===== src/rtl/pipeline_flow_ctrl_if.sv =====
// Handshake and stage-view bundle between the fetch/hazard logic and the
// pipeline boundary-register chain.
interface pipeline_flow_ctrl_if #(
  parameter int NUM_REGS = 4,
  parameter int DATA_W   = 32
);
  logic                       in_valid;
  logic [DATA_W-1:0]          in_data;
  logic                       in_ready;
  logic [NUM_REGS-1:0]        stall_req;
  logic [NUM_REGS-1:0]        flush_req;
  logic [NUM_REGS-1:0]        stage_valid;
  logic [NUM_REGS*DATA_W-1:0] stage_data;

  modport master (
    output in_valid, in_data, stall_req, flush_req,
    input  in_ready, stage_valid, stage_data
  );

  modport slave (
    input  in_valid, in_data, stall_req, flush_req,
    output in_ready, stage_valid, stage_data
  );
endinterface


===== src/rtl/pipeline_flow_ctrl.sv =====
// Pipeline boundary-register chain with centralised stall, bubble, flush and
// halt handling, plus saturating stall/flush event counters.
module pipeline_flow_ctrl #(
  parameter int NUM_REGS = 4,
  parameter int DATA_W   = 32,
  parameter int COUNT_W  = 16
) (
  input  logic                 clk,
  input  logic                 reset,
  input  logic                 run_en,
  pipeline_flow_ctrl_if.slave  bus,
  output logic [COUNT_W-1:0]   stall_cnt,
  output logic [COUNT_W-1:0]   flush_cnt
);

  logic [NUM_REGS-1:0] vld;
  logic [DATA_W-1:0]   dat [NUM_REGS];
  int                  s_idx;
  int                  f_idx;
  logic                s_any;
  logic                f_any;
  logic                stall_apply;
  logic                flush_apply;

  // Only the oldest request of each kind matters, so the last hit wins.
  always_comb begin
    s_idx = 0;
    f_idx = 0;
    s_any = 1'b0;
    f_any = 1'b0;
    for (int k = 0; k < NUM_REGS; k++) begin
      if (bus.stall_req[k]) begin
        s_idx = k;
        s_any = 1'b1;
      end
      if (bus.flush_req[k]) begin
        f_idx = k;
        f_any = 1'b1;
      end
    end
  end

  assign stall_apply  = run_en && s_any && (!f_any || (s_idx >= f_idx));
  assign flush_apply  = run_en && f_any && !stall_apply;
  assign bus.in_ready = run_en && !stall_apply && !flush_apply;

  always_ff @(posedge clk) begin
    if (reset) begin
      vld       <= '0;
      stall_cnt <= '0;
      flush_cnt <= '0;
      for (int k = 0; k < NUM_REGS; k++) begin
        dat[k] <= '0;
      end
    end else if (run_en) begin
      for (int k = 0; k < NUM_REGS; k++) begin
        if (stall_apply && (k <= s_idx)) begin
          vld[k] <= vld[k];
          dat[k] <= dat[k];
        end else if ((stall_apply && (k == s_idx + 1)) || (flush_apply && (k <= f_idx))) begin
          vld[k] <= 1'b0;
          dat[k] <= '0;
        end else if (k == 0) begin
          // Reached only on a plain advance; stall/flush always cover R[0].
          vld[0] <= bus.in_valid;
          dat[0] <= bus.in_valid ? bus.in_data : '0;
        end else begin
          vld[k] <= vld[k-1];
          dat[k] <= dat[k-1];
        end
      end
      if (stall_apply && (stall_cnt != '1)) begin
        stall_cnt <= stall_cnt + COUNT_W'(1);
      end
      if (flush_apply && (flush_cnt != '1)) begin
        flush_cnt <= flush_cnt + COUNT_W'(1);
      end
    end
  end

  assign bus.stage_valid = vld;

  for (genvar g = 0; g < NUM_REGS; g++) begin : g_stage_data
    assign bus.stage_data[g*DATA_W +: DATA_W] = dat[g];
  end

endmodule


===== src/flat_wrapper.sv =====
// flat-port wrapper written by rule: the top's interface ports become plain ports
module pipeline_flow_ctrl_flat 
#(
  parameter int NUM_REGS = 4,
  parameter int DATA_W   = 32,
  parameter int COUNT_W  = 16
)
  (clk, reset, run_en, stall_cnt, flush_cnt, bus_in_valid, bus_in_data, bus_stall_req, bus_flush_req, bus_in_ready, bus_stage_valid, bus_stage_data);
  pipeline_flow_ctrl_if #(.NUM_REGS(NUM_REGS), .DATA_W(DATA_W)) bus_i ();
  input  logic clk;
  input  logic reset;
  input  logic run_en;
  output logic [COUNT_W-1:0] stall_cnt;
  output logic [COUNT_W-1:0] flush_cnt;
  input wire logic [$bits(bus_i.in_valid)-1:0] bus_in_valid;
  input wire logic [$bits(bus_i.in_data)-1:0] bus_in_data;
  input wire logic [$bits(bus_i.stall_req)-1:0] bus_stall_req;
  input wire logic [$bits(bus_i.flush_req)-1:0] bus_flush_req;
  output wire logic [$bits(bus_i.in_ready)-1:0] bus_in_ready;
  output wire logic [$bits(bus_i.stage_valid)-1:0] bus_stage_valid;
  output wire logic [$bits(bus_i.stage_data)-1:0] bus_stage_data;
  assign bus_i.in_valid = bus_in_valid;
  assign bus_i.in_data = bus_in_data;
  assign bus_i.stall_req = bus_stall_req;
  assign bus_i.flush_req = bus_flush_req;
  assign bus_in_ready = bus_i.in_ready;
  assign bus_stage_valid = bus_i.stage_valid;
  assign bus_stage_data = bus_i.stage_data;
  pipeline_flow_ctrl #(.NUM_REGS(NUM_REGS), .DATA_W(DATA_W), .COUNT_W(COUNT_W)) u_core (.clk(clk), .reset(reset), .run_en(run_en), .bus(bus_i), .stall_cnt(stall_cnt), .flush_cnt(flush_cnt));
endmodule

===== config.mk =====
export PLATFORM = sky130hd
export DESIGN_NAME = pipeline_flow_ctrl_flat
export DESIGN_NICKNAME = d
export VERILOG_FILES = /design/src/rtl/pipeline_flow_ctrl_if.sv /design/src/rtl/pipeline_flow_ctrl.sv /design/src/flat_wrapper.sv
export SDC_FILE = /design/constraint.sdc
export NUM_CORES = 1
export LEC_CHECK = 0
export CAP_MARGIN = 20
export CORE_MARGIN = 2
export CORE_UTILIZATION = 47
export DETAILED_ROUTE_END_ITERATION = 10
export PLACE_DENSITY_LB_ADDON = 0.08
export SLEW_MARGIN = 10
export SYNTH_ARGS = -nofsm -noshare
export SYNTH_HDL_FRONTEND = slang
export SYNTH_SLANG_ARGS = --single-unit

===== constraint.sdc =====
create_clock -name clk -period 4.1 [get_ports clk]
set_input_delay 1.025 -clock clk [delete_from_list [all_inputs] [get_ports clk]]
set_output_delay 1.025 -clock clk [all_outputs]
set_load 0.05 [all_outputs]

* Word-level counts from Yosys, hierarchy flattened
Memories as Yosys holds them, arrays and structs flattened.
Cells that the tools add are included.
** Storage, ports and cells
- Register bits :: 36
- Bits in writable memories :: 128
- Input bits :: 44
- Output and inout port bits :: 165
- Logic and storage cells :: 164
- Memories :: 1
** Memories
- u_core.dat :: depth 4, width 32, read ports 4, clocked after memory_dff 0, wr ports 4, RTL line pipeline_flow_ctrl.sv:17 : logic [DATA_W-1:0] dat [NUM_REGS];
** Operators by class
- Add/sub/neg operators :: 3
- Magnitude comparators :: 9
- Eq/ne operators :: 5
- Muxes and demuxes :: 89
- Bitwise logic cells :: 16
- Reduce and logical (&&, ||, !) cells :: 35
** Operator list (number)
- $mux W32 :: 13
- $mux W1 :: 72
- $eq A3 B32 Y1 const A :: 2
- $add A16 B1 Y16 const B :: 2
- $eq A2 B32 Y1 const A :: 1
- $logic_not A32 Y1 :: 1
- $ne A16 B16 Y1 const B :: 2
- $logic_and A1 B1 Y1 :: 20
- $or A1 B1 Y1 :: 12
- $reduce_and A2 Y1 :: 6
- $le A1 B2 Y1 const A :: 4
- $le A2 B2 Y1 const A :: 4
- $mux W2 :: 4
- $logic_or A1 B1 Y1 :: 5
- $not A1 Y1 :: 4
- $add A2 B1 Y3 const B :: 1
- $logic_not A1 Y1 :: 3
- $ge A2 B2 Y1 :: 1

* Longest topological paths before layout
Gate-level depths: netlist (run 1).
- Word-level depth :: 18
- Gate-level depth with buffers :: 9
- Mapped depth without buffers :: 8

* Worst setup path after synthesis (run 1)
No wires, ideal clock.
- Path type :: input -> register
- Start point :: input bus_flush_req[2]
- End point :: memory u_core.dat[0][0] (enable)
- Library setup time :: 0.389 ns
- Arrival :: 2.996 ns
- Required time :: 3.711 ns
- Setup slack :: 0.714 ns
- Stages on the path :: 7
- Buffers on the path :: 0
- Path through :: inv_1 > a21o_1 > ha_1 > nand2b_1 > a211oi_2 > o21ai_0 > nand2_1
** RTL lines
- start, declared :: RTL line flat_wrapper.sv:18 : input wire logic [$bits(bus_i.flush_req)-1:0] bus_flush_req;
- end, declared :: RTL line pipeline_flow_ctrl.sv:17

* Worst setup path in the final report (run 1)
- Start point :: input bus_flush_req[3]
- End point :: output bus_in_ready
** On the way
- Cells in the longest elaborated chain, start to end :: 8
- Elaborated cells between the ends (all ways) :: 12
- Classes of those cells :: 1 x order compare; 2 x mux; 9 x reduce/logical
** Ends and longest elaborated chain
- $mux W2 / $mux W1 (equally long branches) :: RTL line pipeline_flow_ctrl.sv:36 : if (bus.flush_req[k]) begin
- $ge A2 B2 Y1 / $logic_not A1 Y1 (equally long branches) :: RTL line pipeline_flow_ctrl.sv:43 : assign stall_apply = run_en && s_any && (!f_any || (s_idx >= f_idx));
- $logic_or A1 B1 Y1 :: RTL line pipeline_flow_ctrl.sv:43
- $logic_and A1 B1 Y1 :: RTL line pipeline_flow_ctrl.sv:43
- $logic_not A1 Y1 :: RTL line pipeline_flow_ctrl.sv:44, pipeline_flow_ctrl.sv:45
- $logic_and A1 B1 Y1 :: RTL line pipeline_flow_ctrl.sv:44 : assign flush_apply = run_en && f_any && !stall_apply;
- $logic_not A1 Y1 :: RTL line pipeline_flow_ctrl.sv:45 : assign bus.in_ready = run_en && !stall_apply && !flush_apply;
- $logic_and A1 B1 Y1 * :: RTL line pipeline_flow_ctrl.sv:45
- end, declared :: RTL line flat_wrapper.sv:19 : output wire logic [$bits(bus_i.in_ready)-1:0] bus_in_ready;
Every way passes the cells marked *; elsewhere a longest branch is shown, timed or not.

==> results.yml, run 1 <==
clock_network:
  clk_latency_ps: 420
  clk_path_buf_depth: 2
  cts.sinks: 164
  htree_levels: 4
  cts_buffers: 17
  path_clk_slew_ps: 60
  cts_setup_buffers: 0
  cts_hold_buf: 0
  cts_tree: "done"
  clockRootBuffer: "clkbuf_16"
  postCtsResizedCells: 0
power:
  powerDensity_mw_per_mm2: 436
  p_leak_nw: 3.54
  irDropWorstVdd_mv: 0.257
critical_path:
  critPathRequiredTime_ps: 3070
  r2r-start: "u_core.stall_cnt[0]$_SDFFE_PP0P_"
  end_kind: "output pin"
  arrival_ps: 2350
  critPathKind: "in -> out"
  worstPathCellList: "clkdlybuf4s50_1 > nor4_4 > and3_2 > buf_12"
  path_max_fanout: 5
  crit_start: "bus_flush_req[3]"
  cp_top_family: "buffers and inverters"
  path_buf_inv: 2
  cpPeakStageDelay_ps: 530
  crit_path_start_kind: "input port"
  crit_path_top_delay_cell: "clkdlybuf4s50_1"
route:
  wl_met1_microns: 6840
  viasPerCell: 5.23
  top_layer_used: "met4"
  drt-total-wl_microns: 16400
  wl_met3_microns: 1300
  drt_iter0_drc: 272
  wl_per_cell_microns: 17.5
  wl_met2_microns: 7960
  drc: 0
  antenna_left: 0
  detail_route.first_pass.iterations: 5
  vias: 4903
floorplanning:
  initial_utilization_pct: 47.7
  row_count: 44
  chipHeight_microns: 125
  fp.dieW_microns: 125
  core_area_sq_mm: 0.0144
  design.die.area_sq_mm: 0.0156
  ioPinCount: 209
grt:
  grt_max_degree: 34
  grt_pass1_vias: 4898
  grt_pass1_wl_microns: 25900
  grtUsageTotal_pct: 21.4
  grt-ovfl-total: 0
  antenna_found_initial: 1
sta:
  maxSlewViolCount: 0
  setup_tns_ps: 0
  setup_slack_ps: 729
  fmax_mhz: 297
  rsz0062_at_grt: "no"
  relSlewSlack_pct: 60.9
  fin_crit_ps: 3370
  finalCritPeriodShare_pct: 82.2
  setup_violations: 0
  finalHoldViolCount: 0
  tightestPinTransition_ps: 585
  fin_worst_skew_ps: 7.45
placed_design:
  dp_slack_ps: 348
  dpl.hpwl_microns: 11500
  io_buffers: 208
  place.gp.congestion: 0.824
synth:
  synthArstFlopShare_pct: 0
  syn_area_sq_mm: 0.00686
  synth_cell_types: 61
  synth_most_common_cell: "edfxtp_1"
  avgSynthCellArea_sq_um: 13.1
  netlist_top_cells_count: "edfxtp_1 (128), and2_1 (101), nor2b_1 (38)"
  yosysSeqAreaShare_pct: 66.6
  yosys.area.top_type_share_pct: 56.1
  synth_fp_nets: 571
  synth_area_leader_cell: "edfxtp_1"
  synthCells: 523
  synth_area_leaders: "edfxtp_1 (56%), dfxtp_1 (11%), and2_1 (9.2%)"
  yosys_warnings: 0
  ys_seq_elements: 164
  synthFlopType: "edfxtp_1"
  synth_edf_count: 128
min_path:
  hp-start: "u_core.bus.stage_valid[3]$_SDFFE_PP0P_"
  hold_path_class: "reg -> reg"
finish:
  nNetsFinal: 787
  syn2layout_area_growth_pct: 43.3
  drive_gt1_share_pct: 9.31
outcome:
  status: "completed"
run:
  drv_cap: 0
[where the power goes]
group / leakage, nW / switching (mW) / internal [mW]
Sequential: 1.64 / 0.0440 / 1.89
Combinational: 1.61 / 0.486 / 0.231
Clock: 0.291 / 0.661 / 0.965
Total: 3.54 / 1.19 / 3.09
[stage by stage]
| step | total power [mW] | util, % | std cells | hold WS (ps) | area, sq um |
|---|---|---|---|---|---|
| floorplan | 2.41 | - | 523 | 699 | 6860 |
| detailed placement | 2.70 | 64.2 | 904 | 479 | 9220 |
| CTS | 4.31 | 68.4 | 936 | 490 | 9820 |
| finish | 4.28 | 68.4 | 937 | 487 | 9820 |
| global route | 4.42 | 68.4 | 936 | 513 | 9820 |
| global placement | 2.68 | 64.2 | 904 | 465 | 9220 |
[per-layer routing]
metal	vias to the layer above	global-route usage, %
met4	0	8.00
met1	2358	26.2
met3	19	7.09
met5	-	0
li1	2338	-
met2	188	35.4
[logic make-up (layout without fill, tap and decap cells)]
logic type,Yosys count,in the layout,share of synthesized area (%)
buffers and inverters,34,263,2.21
xor gates and xnor gates,3,3,0.383
adders and majority gates,4,4,0.730
DFF,164,164,66.6
and+or+nand+nor,246,246,22.3
other,0,1,0
AOI/OAI and AO/OA,65,65,6.64
muxes,7,7,1.11
[flip-flops by register name, indices dropped and copies added (netlist names)]
name                    count
u_core.dat                128
u_core.bus.stage_valid      4
u_core.stall_cnt           16
u_core.flush_cnt           16
[layout make-up]
type                       count  area [sq um]
fill                        1057          4540
multi-input combinational    325          2160
sequential                   164          4560
clock inverter                14           174
antenna                        1          2.50
tap                          184           230
clock buffer                  18           429
inverter                      10          37.5
timing repair buffer         221          2230
[final timing paths]
path	to	slack, ps	cells after the start
worst max-delay path	bus_in_ready	730	4
worst min-delay path	u_core.bus.stage_valid[3]$_SDFFE_PP0P_	490	1
worst max register to register	u_core.stall_cnt[15]$_SDFFE_PP0P_	1960	6
worst min register to register	u_core.bus.stage_valid[3]$_SDFFE_PP0P_	490	1
[cell usage in the layout (no fill, tap or decap), types with 3 or more instances in the layout]
master / synthesis / final
clkdlybuf4s50_1: 0 / 207
a21o_1: 3 / 3
or4_1: 4 / 4
nor4_4: 3 / 3
and2_1: 101 / 101
a21oi_1: 22 / 22
nand2_1: 19 / 16
and4_1: 8 / 8
nor2_1: 18 / 18
ha_1: 4 / 4
clkbuf_16: 0 / 17
mux2_1: 5 / 5
dfxtp_1: 36 / 36
nand3_1: 15 / 15
or3_1: 8 / 8
nor2b_1: 38 / 38
a31o_2: 6 / 6
nand4_1: 12 / 12
bufinv_16: 0 / 3
o31ai_1: 3 / 3
edfxtp_1: 128 / 128
inv_6: 0 / 3
and3_1: 4 / 4
buf_12: 0 / 4
nand2_2: 1 / 4
buf_4: 1 / 10
inv_1: 10 / 10
o21ai_0: 12 / 12
Power figures use the tool's default switching activity.
==> run 2, diff against run 1 <==
--- a/config.mk
+++ b/config.mk
@@ -7,7 +7,7 @@
 export LEC_CHECK = 0
 export CAP_MARGIN = 20
 export CORE_MARGIN = 2
-export CORE_UTILIZATION = 47
+export CORE_UTILIZATION = 42
 export DETAILED_ROUTE_END_ITERATION = 10
 export PLACE_DENSITY_LB_ADDON = 0.08
 export SLEW_MARGIN = 10
==> constraint.sdc (replaced) <==
create_clock -name clk -period 2.8 [get_ports clk]
set_input_delay 0.7 -clock clk [delete_from_list [all_inputs] [get_ports clk]]
set_output_delay 0.7 -clock clk [all_outputs]
set_load 0.05 [all_outputs]
==> run 2 against run 1 <==
  * Worst setup slack got worse by 690 ps
  * Critical path depth rose by 1
  * Global-route usage shrank 1.7 points
  * Register-to-register slack got worse by 1300 ps
==> results.yml, run 2 (synthesis gave the netlist of run 1 again) <==
outcome:
  status: "completed"
critical_path:
  r2r_cells: 6
  arrival_ps: 2060
  path_max_fanout: 4
  end_kind: "output pin"
  cp_top_family: "buffers and inverters"
  worstPathCellList: "clkdlybuf4s50_1 > buf_4 > nor4_4 > and3_2 > buf_12"
  crit_path_top_delay_cell: "clkdlybuf4s50_1"
  cpPeakStageDelay_ps: 430
  critPathRequiredTime_ps: 2100
  path_buf_inv: 3
  critPathKind: "in -> out"
  worstSetupPathDepth: 5
  crit_path_start_kind: "input port"
finish:
  nNetsFinal: 809
  ff_latch_area_sq_mm: 0.00456
  final_cell_mix: "clkdlybuf4s50_1 (207), edfxtp_1 (128), and2_1 (101)"
  syn2layout_area_growth_pct: 47.5
  regMostFlops: "u_core.dat"
  nFillCells: 1239
  n_antenna_cell: 0
  multiInputGateArea_sq_mm: 0.00220
  drive_gt1_share_pct: 12.5
  layout_commonest_cell: "clkdlybuf4s50_1"
  reg_top3: "u_core.dat (128), u_core.flush_cnt (16), u_core.stall_cnt (16)"
  largest_register_ffs: 128
sta:
  setup_violations: 0
  relSlewSlack_pct: 62.4
  finalHoldViolCount: 0
  fin_crit_ps: 2760
  tightestPinTransition_ps: 562
  finalCritPeriodShare_pct: 98.4
  setup_tns_ps: 0
  fmax_mhz: 363
  maxSlewViolCount: 0
  fin_worst_skew_ps: 8.90
grt:
  grt-ovfl-total: 0
  antenna_found_initial: 0
  grtUsageTotal_pct: 19.7
  met2_usage_pct: 30.8
  grt_pass1_wl_microns: 26700
  globalRouteMet1Util_pct: 27.4
  grt_pass1_vias: 4818
  busiest_layer: "met2"
  grtUsageMet3_pct: 4.65
  grt_max_degree: 36
power:
  power_mw: 6.24
  irDropWorstVdd_mv: 0.496
  p_leak_nw: 3.65
  powerDensity_mw_per_mm2: 617
floorplanning:
  fp.dieW_microns: 132
  row_count: 46
  design.die.area_sq_mm: 0.0174
  ioPinCount: 209
  core_area_sq_mm: 0.0159
  initial_utilization_pct: 43.0
  chipHeight_microns: 132
placed_design:
  io_buffers: 208
  dpl.hpwl_microns: 12600
  place.gp.congestion: 0.869
run:
  drv_cap: 0
clock_network:
  htree_levels: 4
  clk_latency_ps: 420
  cts_buffers: 17
  cts_hold_buf: 0
  clk_path_buf_depth: 2
  path_clk_slew_ps: 60
  cts_tree: "done"
  cts.sinks: 164
  clockRootBuffer: "clkbuf_16"
route:
  vias: 4987
  wl_per_cell_microns: 17.2
  drc: 0
  viasPerCell: 5.04
  detail_route.first_pass.iterations: 4
  drt_iter0_drc: 307
  drt-total-wl_microns: 17100
  antenna_left: 0
min_path:
  hold_path_class: "reg -> reg"
  whs_path_depth: 2
==> run 2: changes by cell type in the layout (fill, tap and decap cells not counted), sizes merged <==
cell      before  now
buf           14   36
bufinv         3    2
clkinv         5    4
clkinvlp       2    5
diode          1    0
inv           14   13
==> run 2: worst paths after layout <==
kind	from	endpoint	slack, ps
setup / recovery	bus_flush_req[3]	bus_in_ready	40
hold / removal	u_core.bus.stage_valid[2]$_SDFFE_PP0P_	u_core.bus.stage_valid[2]$_SDFFE_PP0P_	490
setup reg to reg	u_core.flush_cnt[0]$_SDFFE_PP0P_	u_core.flush_cnt[4]$_SDFFE_PP0P_	710
hold reg to reg	u_core.bus.stage_valid[2]$_SDFFE_PP0P_	u_core.bus.stage_valid[2]$_SDFFE_PP0P_	490
==> run 2: power by group <==
part / switching, mW / internal [mW] / total [mW]
Sequential: 0.0760 / 2.77 / 2.85
Clock: 0.972 / 1.33 / 2.30
Combinational: 0.718 / 0.375 / 1.09
Total: 1.77 / 4.47 / 6.24
==> run 2: routing by layer <==
| metal | vias to the layer above | wire length [microns] |
|---|---|---|
| met2 | 182 | 7970 |
| li1 | 2368 | - |
| met5 | - | 0 |
| met4 | 0 | 300 |
| met1 | 2418 | 7840 |
| met3 | 19 | 947 |
==> run 2: repair_timing <==
item,4_1_cts,5_1_grt
resized for setup,0,6
setup endpoints to repair,0,84
hold endpoints to repair,0,0
setup buffers,0,0
==> run 2: worst register-to-register path: stages, from the launching register on <==
cell      delay, ps
dfxtp_1         380
ha_1            470
nand4_1         150
nor4_1          410
a211oi_4        100
nand4_1         150
mux2_4          320
==> run 2: cell type report <==
class                   instances  share of cell area (%)
well taps                     216                    2.67
clock inverters                14                    1.51
multi-input cells             325                    21.7
repair buffers                243                    24.3
clock buffers                  18                    4.25
flip-flops and latches        164                    45.2
inverters                      10                   0.408
==> run 2: through the flow <==
step	worst slack, ps	cell area (sq um)	utilization, %	hold WS [ps]	std cells
final	43.4	10100	63.4	486	990
after global routing	-18.3	10100	63.4	522	990
after CTS	46.4	10100	63.2	490	990
after detailed placement	-368	9490	59.5	480	958
after global placement	-273	9490	59.5	476	958
after floorplan	11.2	6870	-	699	523
==> run 3, diff against run 2 <==
--- a/config.mk
+++ b/config.mk
@@ -7,7 +7,7 @@
 export LEC_CHECK = 0
 export CAP_MARGIN = 20
 export CORE_MARGIN = 2
-export CORE_UTILIZATION = 42
+export CORE_UTILIZATION = 30
 export DETAILED_ROUTE_END_ITERATION = 10
 export PLACE_DENSITY_LB_ADDON = 0.08
 export SLEW_MARGIN = 10
==> run 3 against run 2 <==
  * Final area up 1.3%
  * Critical path depth up 5
  * Cell count up 7.6%
  * Die area up 39%
  * Utilization down 18 points
  * Combinational power about the same
  * Global-route usage down 4.2 points
  * Power down 0.27%
  * Critical path type is now in -> reg
==> results.yml, run 3 (synthesis gave the netlist of run 1 again) <==
clock_network:
  cts_buffers: 17
  path_clk_slew_ps: 70
  cts_tree: "done"
  clk_latency_ps: 420
  clk_path_buf_depth: 2
  htree_levels: 4
  cts_hold_buf: 0
  clockRootBuffer: "clkbuf_16"
  cts.sinks: 164
finish:
  n_antenna_cell: 0
  reg_top3: "u_core.dat (128), u_core.flush_cnt (16), u_core.stall_cnt (16)"
  final_cells: 1065
  final_cell_mix: "clkdlybuf4s50_1 (207), edfxtp_1 (128), and2_1 (101)"
  regMostFlops: "u_core.dat"
  syn2layout_area_growth_pct: 49.4
  drive_gt1_share_pct: 13.2
  layout_commonest_cell: "clkdlybuf4s50_1"
  largest_register_ffs: 128
  nNetsFinal: 816
  post-route-util_pct: 45.5
floorplanning:
  initial_utilization_pct: 30.5
  row_count: 55
  design.die.area_sq_mm: 0.0241
  core_area_sq_mm: 0.0225
  ioPinCount: 209
  fp.dieW_microns: 155
  chipHeight_microns: 155
outcome:
  status: "completed"
sta:
  fin_worst_skew_ps: 11.8
  tightestPinTransition_ps: 590
  maxSlewViolCount: 0
  setup_slack_ps: 52.5
  finalHoldViolCount: 0
  rsz0062_at_grt: "no"
  fin_crit_ps: 2750
  finalCritPeriodShare_pct: 98.1
  relSlewSlack_pct: 60.5
  fmax_mhz: 364
  setup_violations: 0
grt:
  grt_max_degree: 38
  grt_pass1_wl_microns: 28400
  grtUsageTotal_pct: 15.4
  grt-ovfl-total: 0
  antenna_found_initial: 0
  grt_pass1_vias: 5025
critical_path:
  critPathKind: "in -> reg"
  end_kind: "flip-flop"
  r2r_setup_slack_ps: 770
  arrival_ps: 3060
  crit_path_top_delay_cell: "clkdlybuf4s50_1"
  worstPathCellList: "clkdlybuf4s50_1 > buf_4 > nor2_1 > inv_1 > ha_1 > a21o_1 > buf_4 > a211oi_4 > nand4_1 > mux2_1"
  critPathRequiredTime_ps: 3110
  r2r_cells: 6
  r2r-start: "u_core.flush_cnt[0]$_SDFFE_PP0P_"
  path_max_fanout: 5
  reg2reg_to: "u_core.flush_cnt[4]$_SDFFE_PP0P_"
  cpPeakStageDelay_ps: 430
  crit_path_start_kind: "input port"
  cp_common_cell: "buf_4"
min_path:
  min_to: "u_core.bus.stage_valid[2]$_SDFFE_PP0P_"
  hp-start: "u_core.bus.stage_valid[1]$_SDFFE_PP0P_"
  whs_path_depth: 2
  hold_path_class: "reg -> reg"
route:
  drt-total-wl_microns: 18300
  drt_iter0_drc: 204
  detail_route.first_pass.iterations: 4
  vias: 4970
  viasPerCell: 4.67
  drc: 0
  wl_per_cell_microns: 17.1
  antenna_left: 0
placed_design:
  dpl.hpwl_microns: 13700
  placed_cells: 1033
  dp_slack_ps: -357
  place.gp.congestion: 0.841
  io_buffers: 208
power:
  p_leak_nw: 3.69
  irDropWorstVdd_mv: 0.370
  powerDensity_mw_per_mm2: 608
run:
  drv_cap: 0
run 3: cell count changes in the layout (fill, tap and decap cells not counted), moves of 2 or more:
cell | before | now
clkinv_4 | 1 | 4
inv_6 | 2 | 4
buf_4 | 27 | 32
clkinvlp_4 | 5 | 3
run 3: metrics by stage:
step / total power [mW] / hold WS, ps / area (sq um) / setup TNS (ps)
final: 6.22 / 479 / 10200 / 0
after global routing: 6.46 / 507 / 10200 / 0
after CTS: 6.32 / 474 / 10200 / 0
after detailed placement: 4.02 / 478 / 9630 / -64230
after global placement: 4.01 / 476 / 9630 / -65850
after floorplan: 3.53 / 699 / 6870 / 0
run 3: worst max-delay path, delay by kind of cell:
kind	cells	cell delay, ps
compound gates	2	510
fa+ha+maj	1	350
simple gates	2	310
mux	1	340
buf+inv	4	850
run 3: area by class of cell:
| cell class | count | area [sq um] |
|---|---|---|
| repair buffers | 250 | 2520 |
| multi-input cells | 325 | 2180 |
| flip-flops and latches | 164 | 4560 |
| well taps | 285 | 357 |
| fillers | 2085 | 12300 |
| inverters | 10 | 41.3 |
| clock buffers | 17 | 425 |
| clock inverters | 14 | 148 |
run 3: metal layers:
metal | part of all wire, % | vias to the layer above | GRT usage, %
met5 | 0 | - | 0
met4 | 1.4 | 0 | 4.76
met3 | 5.3 | 19 | 3.70
met2 | 50 | 149 | 26.5
met1 | 44 | 2403 | 19.3
li1 | - | 2399 | -
run 3: where the power goes:
part | switching, mW | total [mW] | internal, mW | leakage, nW
sequential | 0.0651 | 2.84 | 2.77 | 1.64
combinational | 0.732 | 1.12 | 0.387 | 1.77
clock | 1.02 | 2.27 | 1.25 | 0.275
total | 1.82 | 6.22 | 4.41 | 3.69
run 3: worst max-delay path by stage:
stage,slack (ps),startpoint,endpoint,cells past startpoint
floorplan,10,bus_flush_req[2],u_core.dat[0][0]$_SDFFCE_PN0P_,7
global placement,-340,bus_flush_req[2],u_core.dat[2][5]$_SDFFCE_PN0P_,10
detailed placement,-360,bus_flush_req[2],u_core.flush_cnt[7]$_SDFFE_PP0P_,10
CTS,40,bus_flush_req[3],bus_in_ready,5
global route,2,bus_flush_req[2],bus_in_ready,5
finish,50,bus_stall_req[2],u_core.flush_cnt[4]$_SDFFE_PP0P_,10
run 3: timing repair:
item | in CTS | in global routing
setup buffers | 0 | 1
gates resized for setup | 0 | 5
endpoints found under the setup margin | 0 | 16
